### config.mk
export PLATFORM = sky130hd
export DESIGN_NAME = pixel_blend_reader_flat
export DESIGN_NICKNAME = d
export VERILOG_FILES = /design/src/rtl/pixel_blend_reader_if.sv /design/src/rtl/pixel_blend_reader.sv /design/src/flat_wrapper.sv
export SDC_FILE = /design/constraint.sdc
export NUM_CORES = 1
export LEC_CHECK = 0
export CORE_MARGIN = 2
export CORE_UTILIZATION = 55
export CTS_CLUSTER_SIZE = 14
export DETAILED_ROUTE_END_ITERATION = 16
export PLACE_DENSITY = 0.75
export SYNTH_ARGS = -nofsm -noshare
export SYNTH_HDL_FRONTEND = slang
export SYNTH_SLANG_ARGS = --single-unit
export TNS_END_PERCENT = 1
### constraint.sdc
create_clock -name clk -period 9.6 [get_ports clk]
set_input_delay 1.44 -clock clk [delete_from_list [all_inputs] [get_ports clk]]
set_output_delay 1.44 -clock clk [all_outputs]
set_load 0.005 [all_outputs]
### src/rtl/pixel_blend_reader_if.sv
// rtl/pixel_blend_reader_if.sv - control, memory read and pixel stream bundle for pixel_blend_reader
interface pixel_blend_reader_if #(
  parameter int ADDR_W = 16
);
  logic              start;
  logic [8:0]        alpha;
  logic              busy;
  logic              done;
  logic [ADDR_W-1:0] mem_addr;
  logic              mem_rd_en;
  logic [7:0]        memory_out1;
  logic [7:0]        memory_out2;
  logic [7:0]        pix_out;
  logic              pix_valid;
  logic              pix_ready;
  logic              sof;
  logic              eol;
  logic              eof;

  modport master (
    input  start, alpha, memory_out1, memory_out2, pix_ready,
    output busy, done, mem_addr, mem_rd_en, pix_out, pix_valid, sof, eol, eof
  );

  modport slave (
    output start, alpha, memory_out1, memory_out2, pix_ready,
    input  busy, done, mem_addr, mem_rd_en, pix_out, pix_valid, sof, eol, eof
  );
endinterface

### src/rtl/pixel_blend_reader.sv
// rtl/pixel_blend_reader.sv - raster reader of two images, alpha blend, valid/ready pixel stream out
module pixel_blend_reader #(
  parameter int IMG_W  = 256,
  parameter int IMG_H  = 256,
  parameter int ADDR_W = 16,
  parameter int RD_LAT = 1,
  parameter int FIFO_D = 4
) (
  input  logic                 clk,
  input  logic                 rst_n,
  pixel_blend_reader_if.master bus
);

  localparam int PW    = $clog2(FIFO_D);
  localparam int CW    = PW + 1;
  localparam int COL_W = (IMG_W > 1) ? $clog2(IMG_W) : 1;
  localparam int ROW_W = (IMG_H > 1) ? $clog2(IMG_H) : 1;

  localparam logic [COL_W-1:0]  COL_LAST  = COL_W'(IMG_W - 1);
  localparam logic [ROW_W-1:0]  ROW_LAST  = ROW_W'(IMG_H - 1);
  localparam logic [ADDR_W-1:0] ADDR_LAST = ADDR_W'(IMG_W * IMG_H - 1);
  localparam logic [CW:0]       CREDITS   = (CW + 1)'(FIFO_D);

  localparam logic [1:0] S_IDLE  = 2'd0;
  localparam logic [1:0] S_RUN   = 2'd1;
  localparam logic [1:0] S_DRAIN = 2'd2;
  localparam logic [1:0] S_DONE  = 2'd3;

  logic [1:0]        state_q, state_d;
  logic [8:0]        alpha_q;
  logic [ADDR_W-1:0] addr_q;
  logic [COL_W-1:0]  col_q;
  logic [ROW_W-1:0]  row_q;
  logic [CW-1:0]     inflight_q, inflight_d;
  logic [CW-1:0]     fifo_cnt_q, fifo_cnt_d;
  logic [PW-1:0]     wr_ptr_q, rd_ptr_q;

  // tag layout: {valid, sof, eol, eof}
  logic [3:0]        tag_q [RD_LAT];
  logic [10:0]       fifo_mem [FIFO_D];

  logic [CW:0]       credit_sum;
  logic              rd_en;
  logic              last_rd;
  logic              start_ok;
  logic [3:0]        iss_tag;
  logic [3:0]        ret_tag;
  logic              wr;
  logic              fire;
  logic              pix_valid;
  logic [10:0]       head;
  logic [8:0]        alpha_sat;
  logic [16:0]       sum;
  logic [7:0]        blend;

  assign start_ok   = (state_q == S_IDLE) && bus.start;
  assign alpha_sat  = (bus.alpha > 9'd256) ? 9'd256 : bus.alpha;

  // Credits cover both buffered pixels and reads still in the memory pipe,
  // so every returning pixel is guaranteed a FIFO slot.
  assign credit_sum = {1'b0, fifo_cnt_q} + {1'b0, inflight_q};
  assign rd_en      = (state_q == S_RUN) && (credit_sum < CREDITS);
  assign last_rd    = rd_en && (addr_q == ADDR_LAST);
  assign iss_tag    = {1'b1, addr_q == '0, col_q == COL_LAST,
                       (row_q == ROW_LAST) && (col_q == COL_LAST)};

  assign ret_tag    = tag_q[RD_LAT-1];
  assign wr         = ret_tag[3];

  assign sum   = 17'(alpha_q) * 17'(bus.memory_out1)
               + (17'd256 - 17'(alpha_q)) * 17'(bus.memory_out2);
  assign blend = 8'(sum >> 8);

  assign pix_valid = (fifo_cnt_q != '0);
  assign head      = fifo_mem[rd_ptr_q];
  assign fire      = pix_valid && bus.pix_ready;

  always_comb begin
    state_d = state_q;
    case (state_q)
      S_IDLE:  if (bus.start) state_d = S_RUN;
      S_RUN:   if (last_rd) state_d = S_DRAIN;
      S_DRAIN: if (fire && head[8] && (inflight_q == '0) && (fifo_cnt_q == CW'(1)))
                 state_d = S_DONE;
      S_DONE:  state_d = S_IDLE;
      default: state_d = S_IDLE;
    endcase
  end

  always_comb begin
    inflight_d = inflight_q;
    if (rd_en && !wr)
      inflight_d = inflight_q + CW'(1);
    else if (!rd_en && wr)
      inflight_d = inflight_q - CW'(1);
  end

  always_comb begin
    fifo_cnt_d = fifo_cnt_q;
    if (wr && !fire)
      fifo_cnt_d = fifo_cnt_q + CW'(1);
    else if (!wr && fire)
      fifo_cnt_d = fifo_cnt_q - CW'(1);
  end

  always_ff @(posedge clk or negedge rst_n) begin
    if (!rst_n) begin
      state_q    <= S_IDLE;
      alpha_q    <= '0;
      addr_q     <= '0;
      col_q      <= '0;
      row_q      <= '0;
      inflight_q <= '0;
      fifo_cnt_q <= '0;
      wr_ptr_q   <= '0;
      rd_ptr_q   <= '0;
    end else begin
      state_q    <= state_d;
      inflight_q <= inflight_d;
      fifo_cnt_q <= fifo_cnt_d;
      if (wr)
        wr_ptr_q <= wr_ptr_q + PW'(1);
      if (fire)
        rd_ptr_q <= rd_ptr_q + PW'(1);
      if (start_ok) begin
        alpha_q <= alpha_sat;
        addr_q  <= '0;
        col_q   <= '0;
        row_q   <= '0;
      end else if (rd_en) begin
        // The final address is held rather than stepped so it never wraps.
        if (!last_rd)
          addr_q <= addr_q + ADDR_W'(1);
        if (col_q == COL_LAST) begin
          col_q <= '0;
          if (row_q != ROW_LAST)
            row_q <= row_q + ROW_W'(1);
        end else begin
          col_q <= col_q + COL_W'(1);
        end
      end
    end
  end

  always_ff @(posedge clk or negedge rst_n) begin
    if (!rst_n) begin
      for (int i = 0; i < RD_LAT; i++)
        tag_q[i] <= '0;
    end else begin
      tag_q[0] <= rd_en ? iss_tag : 4'b0000;
      for (int i = 1; i < RD_LAT; i++)
        tag_q[i] <= tag_q[i-1];
    end
  end

  always_ff @(posedge clk) begin
    if (wr)
      fifo_mem[wr_ptr_q] <= {ret_tag[2:0], blend};
  end

  assign bus.mem_addr  = addr_q;
  assign bus.mem_rd_en = rd_en;
  assign bus.pix_valid = pix_valid;
  assign bus.pix_out   = pix_valid ? head[7:0] : 8'h00;
  assign bus.sof       = pix_valid && head[10];
  assign bus.eol       = pix_valid && head[9];
  assign bus.eof       = pix_valid && head[8];
  assign bus.busy      = (state_q == S_RUN) || (state_q == S_DRAIN);
  assign bus.done      = (state_q == S_DONE);

endmodule

### src/flat_wrapper.sv
// flat-port wrapper written by rule: the top's interface ports become plain ports
module pixel_blend_reader_flat 
#(
  parameter int IMG_W  = 256,
  parameter int IMG_H  = 256,
  parameter int ADDR_W = 16,
  parameter int RD_LAT = 1,
  parameter int FIFO_D = 4
)
  (clk, rst_n, bus_start, bus_alpha, bus_memory_out1, bus_memory_out2, bus_pix_ready, bus_busy, bus_done, bus_mem_addr, bus_mem_rd_en, bus_pix_out, bus_pix_valid, bus_sof, bus_eol, bus_eof);
  pixel_blend_reader_if #(.ADDR_W(ADDR_W)) bus_i ();
  input  logic clk;
  input  logic rst_n;
  input wire logic [$bits(bus_i.start)-1:0] bus_start;
  input wire logic [$bits(bus_i.alpha)-1:0] bus_alpha;
  input wire logic [$bits(bus_i.memory_out1)-1:0] bus_memory_out1;
  input wire logic [$bits(bus_i.memory_out2)-1:0] bus_memory_out2;
  input wire logic [$bits(bus_i.pix_ready)-1:0] bus_pix_ready;
  output wire logic [$bits(bus_i.busy)-1:0] bus_busy;
  output wire logic [$bits(bus_i.done)-1:0] bus_done;
  output wire logic [$bits(bus_i.mem_addr)-1:0] bus_mem_addr;
  output wire logic [$bits(bus_i.mem_rd_en)-1:0] bus_mem_rd_en;
  output wire logic [$bits(bus_i.pix_out)-1:0] bus_pix_out;
  output wire logic [$bits(bus_i.pix_valid)-1:0] bus_pix_valid;
  output wire logic [$bits(bus_i.sof)-1:0] bus_sof;
  output wire logic [$bits(bus_i.eol)-1:0] bus_eol;
  output wire logic [$bits(bus_i.eof)-1:0] bus_eof;
  assign bus_i.start = bus_start;
  assign bus_i.alpha = bus_alpha;
  assign bus_i.memory_out1 = bus_memory_out1;
  assign bus_i.memory_out2 = bus_memory_out2;
  assign bus_i.pix_ready = bus_pix_ready;
  assign bus_busy = bus_i.busy;
  assign bus_done = bus_i.done;
  assign bus_mem_addr = bus_i.mem_addr;
  assign bus_mem_rd_en = bus_i.mem_rd_en;
  assign bus_pix_out = bus_i.pix_out;
  assign bus_pix_valid = bus_i.pix_valid;
  assign bus_sof = bus_i.sof;
  assign bus_eol = bus_i.eol;
  assign bus_eof = bus_i.eof;
  pixel_blend_reader #(.IMG_W(IMG_W), .IMG_H(IMG_H), .ADDR_W(ADDR_W), .RD_LAT(RD_LAT), .FIFO_D(FIFO_D)) u_core (.clk(clk), .rst_n(rst_n), .bus(bus_i));
endmodule
==> key figures, run 1 <==
Route
  • Count of antenna-violating nets left after detailed routing: 0
  • Post-detailed-route wirelength per cell: about 15 um
  • Initial detailed-routing violation count: 438
  • Number of remaining DRC errors: 0
  • Total wirelength of the detailed-routed design: between 15000 and 20000 um
  • Number of detailed-route iterations in the first pass: 5
  • Ratio of routed vias to standard cells: approximately 5.3
  • Overall via count from detail_route: around 6400

Synth
  • Number of enable flip-flop cells after synthesis: 44
  • Total of flip-flops plus latches after synthesis: 101
  • Syn. warnings: 0
  • Mux cell area share after synthesis: slightly above 3%
  • Post-Synth Adder-Cell Area: about a third
  • Average cell area after synthesis: around 10 sq um
  • Area share of the largest cell type after synthesis: ~26%
  • Most common cell in the netlist: sky130_fd_sc_hd__inv_1
  • Post-synthesis cell count: just over 900
  • Number of unique standard cell types used by synthesis: 50
  • Syn nets: ~1200
  • Total standard cell area after synthesis: slightly below 0.01 sq mm
  • Parity-gate share of the synthesized area counting xor and xnor cells: between 5 and 6%
  • Leading cell types by total area after synthesis: sky130_fd_sc_hd__fa_1, sky130_fd_sc_hd__dfrtp_1, sky130_fd_sc_hd__edfxtp_1
  • Part of the Yosys area used for sequential elements: ~28%
  • Most common flop cell mapped by yosys: sky130_fd_sc_hd__dfrtp_1
  • Largest family of logic cells by synthesized area: adder cells
  • Proportion of register bits with asynchronous set or reset after synthesis: between 50% and 60%
  • Biggest area consumer among synthesized cells: sky130_fd_sc_hd__fa_1
  • Synthesized-area fraction occupied by ao, oa, aoi and oai cells: just under 3%
  • Synthesized-area fraction occupied by and/or/nand/nor cells: approximately 17%
  • Most instantiated cells after synthesis: sky130_fd_sc_hd__inv_1, sky130_fd_sc_hd__fa_1, sky130_fd_sc_hd__nand2_1

Setup path
  • Sum of buffers and inverters on the critical path: 5
  • Maximum single-stage delay on the critical path: slightly above 0.8 ns
  • Ordered cell list for the critical path: inv_1, ha_1, inv_1, nor2_1, xnor2_1, nand2_1, fa_1, fa_1, inv_1, fa_1, fa_1, fa_1, inv_1, fa_1, inv_1, ha_1, a2111oi_0, o21ai_0, o211ai_1, a21boi_0, o21a_1, o311a_1
  • CP max FO: 19
  • Cell at the slowest stage of the critical path: sky130_fd_sc_hd__dfrtp_1
  • Worst Setup Path Type: reg2reg
  • Data required time of the worst path: a little under 10 ns
  • Kind of launch point of the worst setup path: register
  • Worst path top cell family by delay: adder cells
  • Dominant cell type by count on the critical path: sky130_fd_sc_hd__fa_1
  • Critical path capture point type: register
  • Data arrival time of the critical path: 7.62 ns

Run status
  • Outcome: completed

Power and ir drop
  • Power density cells: roughly 240 mW/mm^2
  • Clk network pwr share: between 10% and 20%
  • Internal Power: ~1.6 mW
  • Static power due to leakage: 4.89 nW
  • Sequential Power Share: a little under a third
  • Net Sw Power: 1.02 mW
  • Sw frac: between 30 and 40%
  • IR drop worst, VDD: roughly 0.17 mV
  • Logic pwr share: a little over half

Clocking
  • Clock Pin Slew Worst Setup and Hold Paths: ~0.070 ns
  • Count of hold buffers inserted by post-cts repair: 0
  • Clock buffers created by TritonCTS: 9
  • TritonCTS clock tree: yes
  • Root buffer cell: sky130_fd_sc_hd__clkbuf_16
  • Number of buffers added for setup after CTS: 0
  • Buffers from clock root to sink, at most: 2
  • Source-to-sink clock delay at the later pin of the worst-skew pair: approximately 0.34 ns
  • Htree depth: 3
  • Total of cells resized after clock tree synthesis: 0
  • Count of clock tree sinks: about 100

STA
  • Count of final hold-check violations: 0
  • Sum of negative setup slack: 0 ns
  • Worst Max-Slew Pin Slew: 0.921 ns
  • Post-route clock period utilization: around four fifths
  • Post-route worst setup slack: 2.06 ns
  • Min Hold Slack: 0.500 ns
  • Clock Skews: slightly below 0.008 ns
  • Unrepaired setup endpoints after global routing: no
  • Max Slew Vio Count: 0
  • Fmax achieved: ~130 MHz
  • Minimum clock period: 7.54 ns
  • Setup-failing EPs final: 0
  • Worst slew margin: 38.2%

Global route
  • Pin count of the biggest net entering global routing: 58
  • First-pass GRT wire length: approximately 33000 um
  • Via count of the first global-routing pass: 6725
  • Remaining Overflow, GRT: 0
  • Initial antenna violation count: 0
  • Total track usage: between 20 and 25%

Die
  • Die width: around 140 um
  • Placeable core area: around 0.017 sq mm
  • Die footprint: around 0.019 sq mm
  • Boundary pin count: 60
  • Initial Utilization: between 50% and 60%
  • Y dimension of the die: ~140 um
  • Number of placement rows: 48

Cells and area
  • Final Core Density: 62.2%
  • Number of nets at the end of the flow: about 1200
  • Fraction of layout instances using a drive strength above 1: 3.67%
  • FILL cells: between 1000 and 1500
  • Antenna cells: 0
  • Area growth, synth to finish: 11.2%

Place
  • Routability Congestion: ~0.85
  • Detailed placer's ending HPWL: ~15000 um
  • Port Buf Inserts: between 50 and 60
  • DP Worst Slack: between 1.5 and 2 ns

Worst hold path
  • Worst min path class: reg2reg

Job
  • Max-capacitance violation count: 0
-- per-stage QoR --
stage | instances | area, sq um | power (mW)
5_1_grt | 1207 | 10700 | 2.87
6_report | 1207 | 10700 | 2.60
4_1_cts | 1207 | 10700 | 2.62
2_1_floorplan | 934 | 9650 | 1.82
3_5_place_dp | 1191 | 10400 | 2.24
3_3_place_gp | 1191 | 10400 | 2.20
-- flip-flops by register name, indices dropped and copies added (netlist names) --
register,count
u_core.state_q,2
u_core.alpha_q,9
u_core.fifo_mem,44
u_core.fifo_cnt_q,3
u_core.row_q,8
u_core.col_q,8
u_core.wr_ptr_q,2
u_core.ret_tag,4
u_core.rd_ptr_q,2
u_core.bus.mem_addr,16
u_core.inflight_q,3
-- cell usage in the layout (no fill, tap or decap), types with 3 or more instances in the layout --
| cell type | count |
|---|---|
| sky130_fd_sc_hd__fa_1 | 124 |
| sky130_fd_sc_hd__and4_1 | 6 |
| sky130_fd_sc_hd__clkdlybuf4s50_1 | 58 |
| sky130_fd_sc_hd__nor3_1 | 6 |
| sky130_fd_sc_hd__inv_1 | 172 |
| sky130_fd_sc_hd__clkbuf_16 | 9 |
| sky130_fd_sc_hd__nor2_1 | 45 |
| sky130_fd_sc_hd__ha_1 | 73 |
| sky130_fd_sc_hd__o21ai_0 | 14 |
| sky130_fd_sc_hd__nand3_1 | 12 |
| sky130_fd_sc_hd__and3_1 | 7 |
| sky130_fd_sc_hd__and2_1 | 94 |
| sky130_fd_sc_hd__a211oi_1 | 4 |
| sky130_fd_sc_hd__xor2_1 | 17 |
| sky130_fd_sc_hd__mux4_2 | 11 |
| sky130_fd_sc_hd__nand2_1 | 107 |
| sky130_fd_sc_hd__dfrtp_1 | 57 |
| sky130_fd_sc_hd__mux2i_1 | 3 |
| sky130_fd_sc_hd__nor4_1 | 6 |
| sky130_fd_sc_hd__a21oi_1 | 10 |
| sky130_fd_sc_hd__edfxtp_1 | 44 |
| sky130_fd_sc_hd__nand4_1 | 9 |
| sky130_fd_sc_hd__xnor2_1 | 39 |
| sky130_fd_sc_hd__nor2b_1 | 4 |
| sky130_fd_sc_hd__nor4b_1 | 3 |
| sky130_fd_sc_hd__nand3b_1 | 9 |
-- power groups by stage --
stage	clock (mW)	combinational, mW	sequential (mW)
floorplan	0	1.03	0.786
global placement	0	1.38	0.825
detailed placement	0	1.41	0.829
CTS	0.376	1.43	0.823
global route	0.393	1.63	0.839
finish	0.369	1.41	0.822
-- path summary, 6_finish.rpt --
path	from	end	slack [ns]	depth (start not counted)
max	u_core.alpha_q[0]$_DFFE_PN0P_	u_core.fifo_mem[3][4]$_DFFE_PP_	2.06	22
min	u_core.ret_tag[0]$_DFF_PN0_	u_core.fifo_mem[0][8]$_DFFE_PP_	0.50	0
max reg2reg	u_core.alpha_q[0]$_DFFE_PN0P_	u_core.fifo_mem[3][4]$_DFFE_PP_	2.06	22
min reg2reg	u_core.ret_tag[0]$_DFF_PN0_	u_core.fifo_mem[0][8]$_DFFE_PP_	0.50	0
max in group asynchronous	rst_n	u_core.bus.mem_addr[5]$_DFFE_PN0P_	7.88	2
min in group asynchronous	rst_n	u_core.rd_ptr_q[1]$_DFFE_PN0P_	1.22	2
-- kinds of logic (layout without fill, tap and decap cells) --
group / Yosys count / count (layout)
simple gates: 317 / 317
mux: 16 / 16
compound gates: 44 / 44
xor+xnor: 58 / 58
flops: 101 / 101
buf+inv: 201 / 249
fa+ha+maj: 197 / 197
-- routing by layer --
metal	share of wire, %	global-route usage, %	vias up
met5	0	0	-
met1	44	31.1	3203
met4	1.7	4.69	0
li1	-	-	3013
met3	5.7	3.77	32
met2	48	37.4	187
-- layout make-up --
class	count	area, sq um	share of cell area (%)
Timing Repair Buffer	61	601	5.60
Sequential cell	101	2750	25.6
Multi-Input combinational cell	632	6140	57.3
Tap cell	225	282	2.63
Clock inverter	7	80.1	0.747
Inverter	172	646	6.02
Clock buffer	9	225	2.10
(Power assumes the default switching activity.)
==> run 2, diff against run 1 <==
clock period = 7.21 ns   (was 9.6 ns; I/O delays follow)
==> key figures, run 2 (same netlist as run 1, synthesis figures left out) <==
Setup path
  • Critical path capture point type: register
  • Data arrival time of the critical path: 6.86 ns (-0.76 ns)
  • Ordered cell list for the critical path: or4_4, nor4_2, xnor2_1, nand2_1, fa_1, fa_1, inv_1, fa_1, fa_1, fa_1, inv_1, fa_1, inv_1, ha_1, a2111oi_0, o21ai_1, o211ai_1, a21boi_0, o21a_1, o311a_1
  • Worst Setup Path Type: reg2reg
  • Dominant cell type by count on the critical path: sky130_fd_sc_hd__fa_1
  • Kind of launch point of the worst setup path: register
  • Data required time of the worst path: 7.28 ns (-2.40 ns)
  • FF-to-FF End: u_core.fifo_mem[2][4]$_DFFE_PP_
  • Cell at the slowest stage of the critical path: sky130_fd_sc_hd__or4_4
  • Worst setup startpoint: u_core.alpha_q[2]$_DFFE_PN0P_
  • CP max FO: 4 (-15)
  • Worst R2R Start: u_core.alpha_q[2]$_DFFE_PN0P_
  • Maximum single-stage delay on the critical path: 0.58 ns (-0.25 ns)
  • Depth of the worst register-to-register path: 20 (-9.1%)
  • Register-to-register setup slack: 0.42 ns (-1.63 ns)

Power and ir drop
  • Logic pwr share: 54.0% (about the same)
  • Sw frac: 38.4% (-0.90 points)
  • Overall power consumption: 3.47 mW (+34%)
  • IR drop worst, VDD: 0.278 mV (+66%)
  • Net Sw Power: 1.33 mW (+31%)
  • Static power due to leakage: 5.02 nW (+2.6%)
  • Power density cells: 317 mW/mm^2 (+31%)
  • Sequential Power Share: 31.4% (-0.3 points)
  • Internal Power: 2.14 mW (+36%)
  • Clk network pwr share: 14.6% (+0.4 points)

Route
  • Post-detailed-route wirelength per cell: 15.3 um (-0.99%)
  • Count of antenna-violating nets left after detailed routing: 0 (unchanged)
  • Total length of routed met3 wires: 826 um (-23%)
  • Routed length on met1: 8530 um (+2.7%)
  • Ratio of routed vias to standard cells: 5.26 (-1.4%)
  • Number of remaining DRC errors: 0 (unchanged)
  • Number of detailed-route iterations in the first pass: 6 (+1)
  • Overall via count from detail_route: 6481 (+0.71%)
  • Highest layer used for signal routing: met4
  • Routed length on met2: 9160 um (+1.9%)
  • Total wirelength of the detailed-routed design: 18900 um (+1.1%)
  • Initial detailed-routing violation count: 421 (-3.9%)

Cells and area
  • Max FFs per register: 44 (unchanged)
  • Fraction of layout instances using a drive strength above 1: 6.35% (+2.7 points)
  • Most common cell after layout, fill and taps aside: sky130_fd_sc_hd__inv_1
  • Register bank with the most flops: u_core.fifo_mem
  • Number of nets at the end of the flow: 1229 (+2.2%)
  • Area growth, synth to finish: 13.4%
  • Commonest non-fill, non-tap cells in the layout: sky130_fd_sc_hd__inv_1, sky130_fd_sc_hd__fa_1, sky130_fd_sc_hd__nand2_1
  • Antenna cells: 0 (unchanged)

Job
  • Max-capacitance violation count: 0 (unchanged)

Die
  • Die width: 136 um (unchanged)
  • Number of placement rows: 48 (unchanged)
  • Initial Utilization: 56.0% (unchanged)
  • Boundary pin count: 60 (unchanged)
  • Die footprint: 0.0186 sq mm (unchanged)
  • Y dimension of the die: 136 um (unchanged)
  • Placeable core area: 0.0172 sq mm (unchanged)

Clocking
  • Clock buffers created by TritonCTS: 9 (unchanged)
  • Source-to-sink clock delay at the later pin of the worst-skew pair: 0.34 ns (about the same)
  • Total of cells resized after clock tree synthesis: 0 (unchanged)
  • Count of clock tree sinks: 101 (unchanged)
  • Number of buffers added for setup after CTS: 0 (unchanged)
  • Clock Pin Slew Worst Setup and Hold Paths: 0.07 ns (about the same)
  • Count of hold buffers inserted by post-cts repair: 0 (unchanged)
  • Htree depth: 3 (unchanged)
  • TritonCTS clock tree: yes
  • Root buffer cell: sky130_fd_sc_hd__clkbuf_16
  • Buffers from clock root to sink, at most: 2 (unchanged)

STA
  • Unrepaired setup endpoints after global routing: no
  • Count of final hold-check violations: 0 (unchanged)
  • Worst slew margin: 36.0% (-2.1 points)
  • Worst Max-Slew Pin Slew: 0.953 ns (+0.0319 ns)
  • Max Slew Vio Count: 0 (unchanged)
  • Clock Skews: 0.00766 ns (-0.000255 ns)
  • Min Hold Slack: 0.497 ns (-0.00292 ns)
  • Fmax achieved: 147 MHz (+11%)
  • Minimum clock period: 6.79 ns (-0.758 ns)
  • Post-route clock period utilization: 94.1% (+16 points)
  • Sum of negative setup slack: 0 ns (unchanged)
  • Setup-failing EPs final: 0 (unchanged)

Place
  • Port Buf Inserts: 59 (unchanged)
  • Detailed placer's ending HPWL: 15200 um (+2.9%)
  • Routability Congestion: 0.861 (+1.5%)

Global route
  • Remaining Overflow, GRT: 0 (unchanged)
  • Pin count of the biggest net entering global routing: 58 (unchanged)
  • First-pass GRT wire length: 32400 um (-0.36%)
  • Initial antenna violation count: 0 (unchanged)
  • Total track usage: 22.3% (-0.052 points)
  • Via count of the first global-routing pass: 6724 (-0.015%)

Worst hold path
  • Worst min path class: reg2reg
  • Endpoint, Worst Hold: u_core.inflight_q[2]$_DFFE_PN0P_
  • WHS Path Cells: 1 (+1)
  • Hold path startpoint: u_core.inflight_q[2]$_DFFE_PN0P_

Run status
  • Outcome: completed
==> run 2: worst max-delay path, delay by kind of cell (launching register included) <==
kind                     cells  cell delay, ns
buffers and inverters        3            0.15
flip-flops                   1            0.38
adder cells (fa/ha/maj)      7            3.30
AND/OR/NAND/NOR              3            0.98
XOR/XNOR                     1            0.22
AO/OA/AOI/OAI                6            1.48
==> run 2: power groups by stage <==
stage | clock network (mW) | logic (mW) | registers, mW
5_1_grt | 0.538 | 2.18 | 1.12
4_1_cts | 0.516 | 1.91 | 1.09
3_3_place_gp | 0 | 1.85 | 1.10
3_5_place_dp | 0 | 1.90 | 1.10
6_report | 0.506 | 1.87 | 1.09
2_1_floorplan | 0 | 1.37 | 1.05
==> run 2: worst max-delay path by stage <==
| stage | end | slack [ns] | cells after the start |
|---|---|---|---|
| 2_1_floorplan | u_core.fifo_mem[0][4]$_DFFE_PP_ | 0.61 | 20 |
| 3_3_place_gp | u_core.fifo_mem[2][4]$_DFFE_PP_ | 0.19 | 19 |
| 3_5_place_dp | u_core.fifo_mem[2][4]$_DFFE_PP_ | 0.07 | 18 |
| 4_1_cts | u_core.fifo_mem[2][4]$_DFFE_PP_ | 0.22 | 20 |
| 5_1_grt | u_core.fifo_mem[3][7]$_DFFE_PP_ | 0.03 | 20 |
| 6_report | u_core.fifo_mem[2][4]$_DFFE_PP_ | 0.42 | 20 |
==> run 2: area by class of cell <==
type                       count  area (sq um)
clock inverter                 7          90.1
timing repair buffer          87           796
inverter                     172           646
multi-input combinational    632          6150
tap                          225           282
fill                        1386          6300
clock buffer                   9           225
sequential                   101          2750
==> run 2: stage by stage <==
step | util, % | worst slack, ns | instances | cell area [sq um]
after floorplan | - | 0.614 | 934 | 9650
after global placement | 61.6 | 0.188 | 1217 | 10600
after global routing | 63.5 | 0.0333 | 1233 | 10900
final | 63.5 | 0.425 | 1233 | 10900
after CTS | 63.4 | 0.225 | 1233 | 10900
after detailed placement | 61.6 | 0.0653 | 1217 | 10600
==> run 2: per-layer routing <==
layer / track usage [%] / up-vias
met3: 3.28 / 32
met4: 4.69 / 0
met1: 31.3 / 3228
met5: 0 / -
li1: - / 3061
met2: 37.3 / 160
==> run 3, diff against run 2 <==
PLACE_DENSITY = 0.85   (was 0.75)
==> key figures, run 3 (same netlist as run 1, synthesis figures left out) <==
Run status
  • Outcome: completed

Route
  • Total wirelength of the detailed-routed design: 19900 um (+5.5%)
  • Initial detailed-routing violation count: 483 (+15%)
  • Number of detailed-route iterations in the first pass: 5 (-1)
  • Ratio of routed vias to standard cells: 5.43 (+3.3%)
  • Count of antenna-violating nets left after detailed routing: 0 (unchanged)
  • Number of remaining DRC errors: 0 (unchanged)
  • Overall via count from detail_route: 6687 (+3.2%)
  • Post-detailed-route wirelength per cell: 16.2 um (+5.6%)

Die
  • Y dimension of the die: 136 um (unchanged)
  • Placeable core area: 0.0172 sq mm (unchanged)
  • Die footprint: 0.0186 sq mm (unchanged)
  • Number of placement rows: 48 (unchanged)
  • Initial Utilization: 56.0% (unchanged)
  • Die width: 136 um (unchanged)
  • Boundary pin count: 60 (unchanged)

Cells and area
  • Area growth, synth to finish: 13.3% (about the same)
  • Register bank with the most flops: u_core.fifo_mem
  • Total area of sequential cells: 0.00275 sq mm (unchanged)
  • Commonest non-fill, non-tap cells in the layout: sky130_fd_sc_hd__inv_1, sky130_fd_sc_hd__fa_1, sky130_fd_sc_hd__nand2_1
  • Most common cell after layout, fill and taps aside: sky130_fd_sc_hd__inv_1
  • Antenna cells: 0 (unchanged)
  • Max FFs per register: 44 (unchanged)
  • Area of the multi-input gates: 0.00616 sq mm (+0.12%)
  • Number of nets at the end of the flow: 1229 (unchanged)
  • FILL cells: 1304 (-5.9%)
  • Fraction of layout instances using a drive strength above 1: 6.36% (about the same)

Global route
  • Remaining Overflow, GRT: 0 (unchanged)
  • Via count of the first global-routing pass: 7222 (+7.4%)
  • Initial antenna violation count: 0 (unchanged)
  • First-pass GRT wire length: 34500 um (+6.4%)
  • Pin count of the biggest net entering global routing: 58 (unchanged)
  • Total track usage: 23.8% (+1.4 points)

Setup path
  • CP max FO: 6 (+2)
  • Data required time of the worst path: 7.30 ns (+0.02 ns)
  • Worst Setup Path Type: reg2reg
  • Cell at the slowest stage of the critical path: sky130_fd_sc_hd__or4_4
  • Critical path capture point type: register
  • Maximum single-stage delay on the critical path: 0.58 ns (about the same)
  • Ordered cell list for the critical path: or4_4, nor4_2, a21boi_1, and2_1, fa_1, inv_1, fa_1, inv_1, fa_1, fa_1, fa_1, inv_1, fa_1, inv_1, ha_1, and4_1, o211ai_1, a31oi_1, nor2_1, xnor2_1
  • Kind of launch point of the worst setup path: register
  • Dominant cell type by count on the critical path: sky130_fd_sc_hd__fa_1
  • Data arrival time of the critical path: 7.02 ns (+0.16 ns)

Power and ir drop
  • Internal Power: 2.13 mW (-0.13%)
  • Sequential Power Share: 31.1% (-0.3 points)
  • Static power due to leakage: 5.02 nW (about the same)
  • IR drop worst, VDD: 0.309 mV (+11%)
  • Sw frac: 39.4% (+1.0 points)
  • Logic pwr share: 55.2% (+1.2 points)
  • Overall power consumption: 3.52 mW (+1.5%)
  • Power density cells: 322 mW/mm^2 (+1.6%)
  • Net Sw Power: 1.39 mW (+4.2%)
  • Clk network pwr share: 13.7% (-0.9 points)

Place
  • Detailed placer's ending HPWL: 15800 um (+4.5%)
  • Port Buf Inserts: 59 (unchanged)
  • DP Worst Slack: 0.0561 ns (-0.00914 ns)
  • Routability Congestion: 0.907 (+5.4%)

Clocking
  • Clock buffers created by TritonCTS: 9 (unchanged)
  • Count of clock tree sinks: 101 (unchanged)
  • Count of hold buffers inserted by post-cts repair: 0 (unchanged)
  • Buffers from clock root to sink, at most: 2 (unchanged)
  • Htree depth: 3 (unchanged)
  • TritonCTS clock tree: yes
  • Clock Pin Slew Worst Setup and Hold Paths: 0.06 ns (about the same)
  • Source-to-sink clock delay at the later pin of the worst-skew pair: 0.34 ns (about the same)
  • Root buffer cell: sky130_fd_sc_hd__clkbuf_16

STA
  • Post-route clock period utilization: 96.1% (+2.0 points)
  • Setup-failing EPs final: 0 (unchanged)
  • Minimum clock period: 6.93 ns (+0.142 ns)
  • Worst Max-Slew Pin Slew: 0.890 ns (-0.0635 ns)
  • Post-route worst setup slack: 0.283 ns (-0.142 ns)
  • Fmax achieved: 144 MHz (-2.0%)
  • Min Hold Slack: 0.495 ns (-0.00215 ns)
  • Max Slew Vio Count: 0 (unchanged)
  • Sum of negative setup slack: 0 ns (unchanged)
  • Count of final hold-check violations: 0 (unchanged)
  • Clock Skews: 0.00550 ns (-0.00216 ns)
  • Worst slew margin: 40.3% (+4.3 points)
  • Unrepaired setup endpoints after global routing: no

Job
  • Max-capacitance violation count: 0 (unchanged)

Worst hold path
  • Worst min path class: reg2reg
==> run 3: worst max-delay path, delay by kind of cell (launching register included) <==
family | cells | cell delay, ns
adder cells (fa/ha/maj) | 7 | 3.52
XOR/XNOR | 1 | 0.39
flip-flops | 1 | 0.40
buffers and inverters | 4 | 0.22
AND/OR/NAND/NOR | 5 | 1.46
AO/OA/AOI/OAI | 3 | 0.70
==> run 3: timing repair <==
action	CTS	global route
hold endpoints to repair	0	0
endpoints found under the setup margin	0	13
buffers inserted	0	0
gates resized for setup	0	4
==> run 3: stage by stage <==
stage / cell area [sq um] / utilization, % / std cells
after CTS: 10900 / 63.3 / 1232
final: 10900 / 63.4 / 1232
after global placement: 10600 / 61.6 / 1217
after detailed placement: 10600 / 61.6 / 1217
after global routing: 10900 / 63.4 / 1232
after floorplan: 9650 / - / 934
==> run 3: final cells by class <==
| cell class | instances | share of cell area [%] |
|---|---|---|
| inverter | 172 | 5.91 |
| timing repair buffer | 87 | 7.28 |
| sequential | 101 | 25.1 |
| multi-input combinational | 632 | 56.4 |
| clock inverter | 4 | 0.435 |
| clock buffer | 11 | 2.31 |
| tap | 225 | 2.57 |
==> run 3: power by group through the flow <==
stage | logic (mW) | clock network (mW) | registers, mW
floorplan | 1.37 | 0 | 1.05
global placement | 1.82 | 0 | 1.09
detailed placement | 1.94 | 0 | 1.10
CTS | 1.96 | 0.490 | 1.10
global route | 2.23 | 0.512 | 1.12
finish | 1.94 | 0.484 | 1.09
==> run 3: per-layer routing <==
| metal | track usage [%] | part of all wire [%] | wire (um) |
|---|---|---|---|
| met2 | 40.4 | 50 | 10000 |
| met1 | 31.7 | 41 | 8260 |
| met3 | 4.33 | 6.2 | 1230 |
| met5 | 0 | 0 | 0 |
| met4 | 6.19 | 2.1 | 413 |
==> run 3: worst paths after layout <==
check | start | endpoint | slack [ns] | depth (start not counted)
setup / recovery | u_core.alpha_q[2]$_DFFE_PN0P_ | u_core.fifo_mem[2][6]$_DFFE_PP_ | 0.28 | 20
hold / removal | u_core.ret_tag[2]$_DFF_PN0_ | u_core.fifo_mem[3][10]$_DFFE_PP_ | 0.50 | 0
setup reg to reg | u_core.alpha_q[2]$_DFFE_PN0P_ | u_core.fifo_mem[2][6]$_DFFE_PP_ | 0.28 | 20
hold reg to reg | u_core.ret_tag[2]$_DFF_PN0_ | u_core.fifo_mem[3][10]$_DFFE_PP_ | 0.50 | 0
max in group asynchronous | rst_n | u_core.alpha_q[1]$_DFFE_PN0P_ | 5.85 | 2
min in group asynchronous | rst_n | u_core.bus.mem_addr[12]$_DFFE_PN0P_ | 0.88 | 2
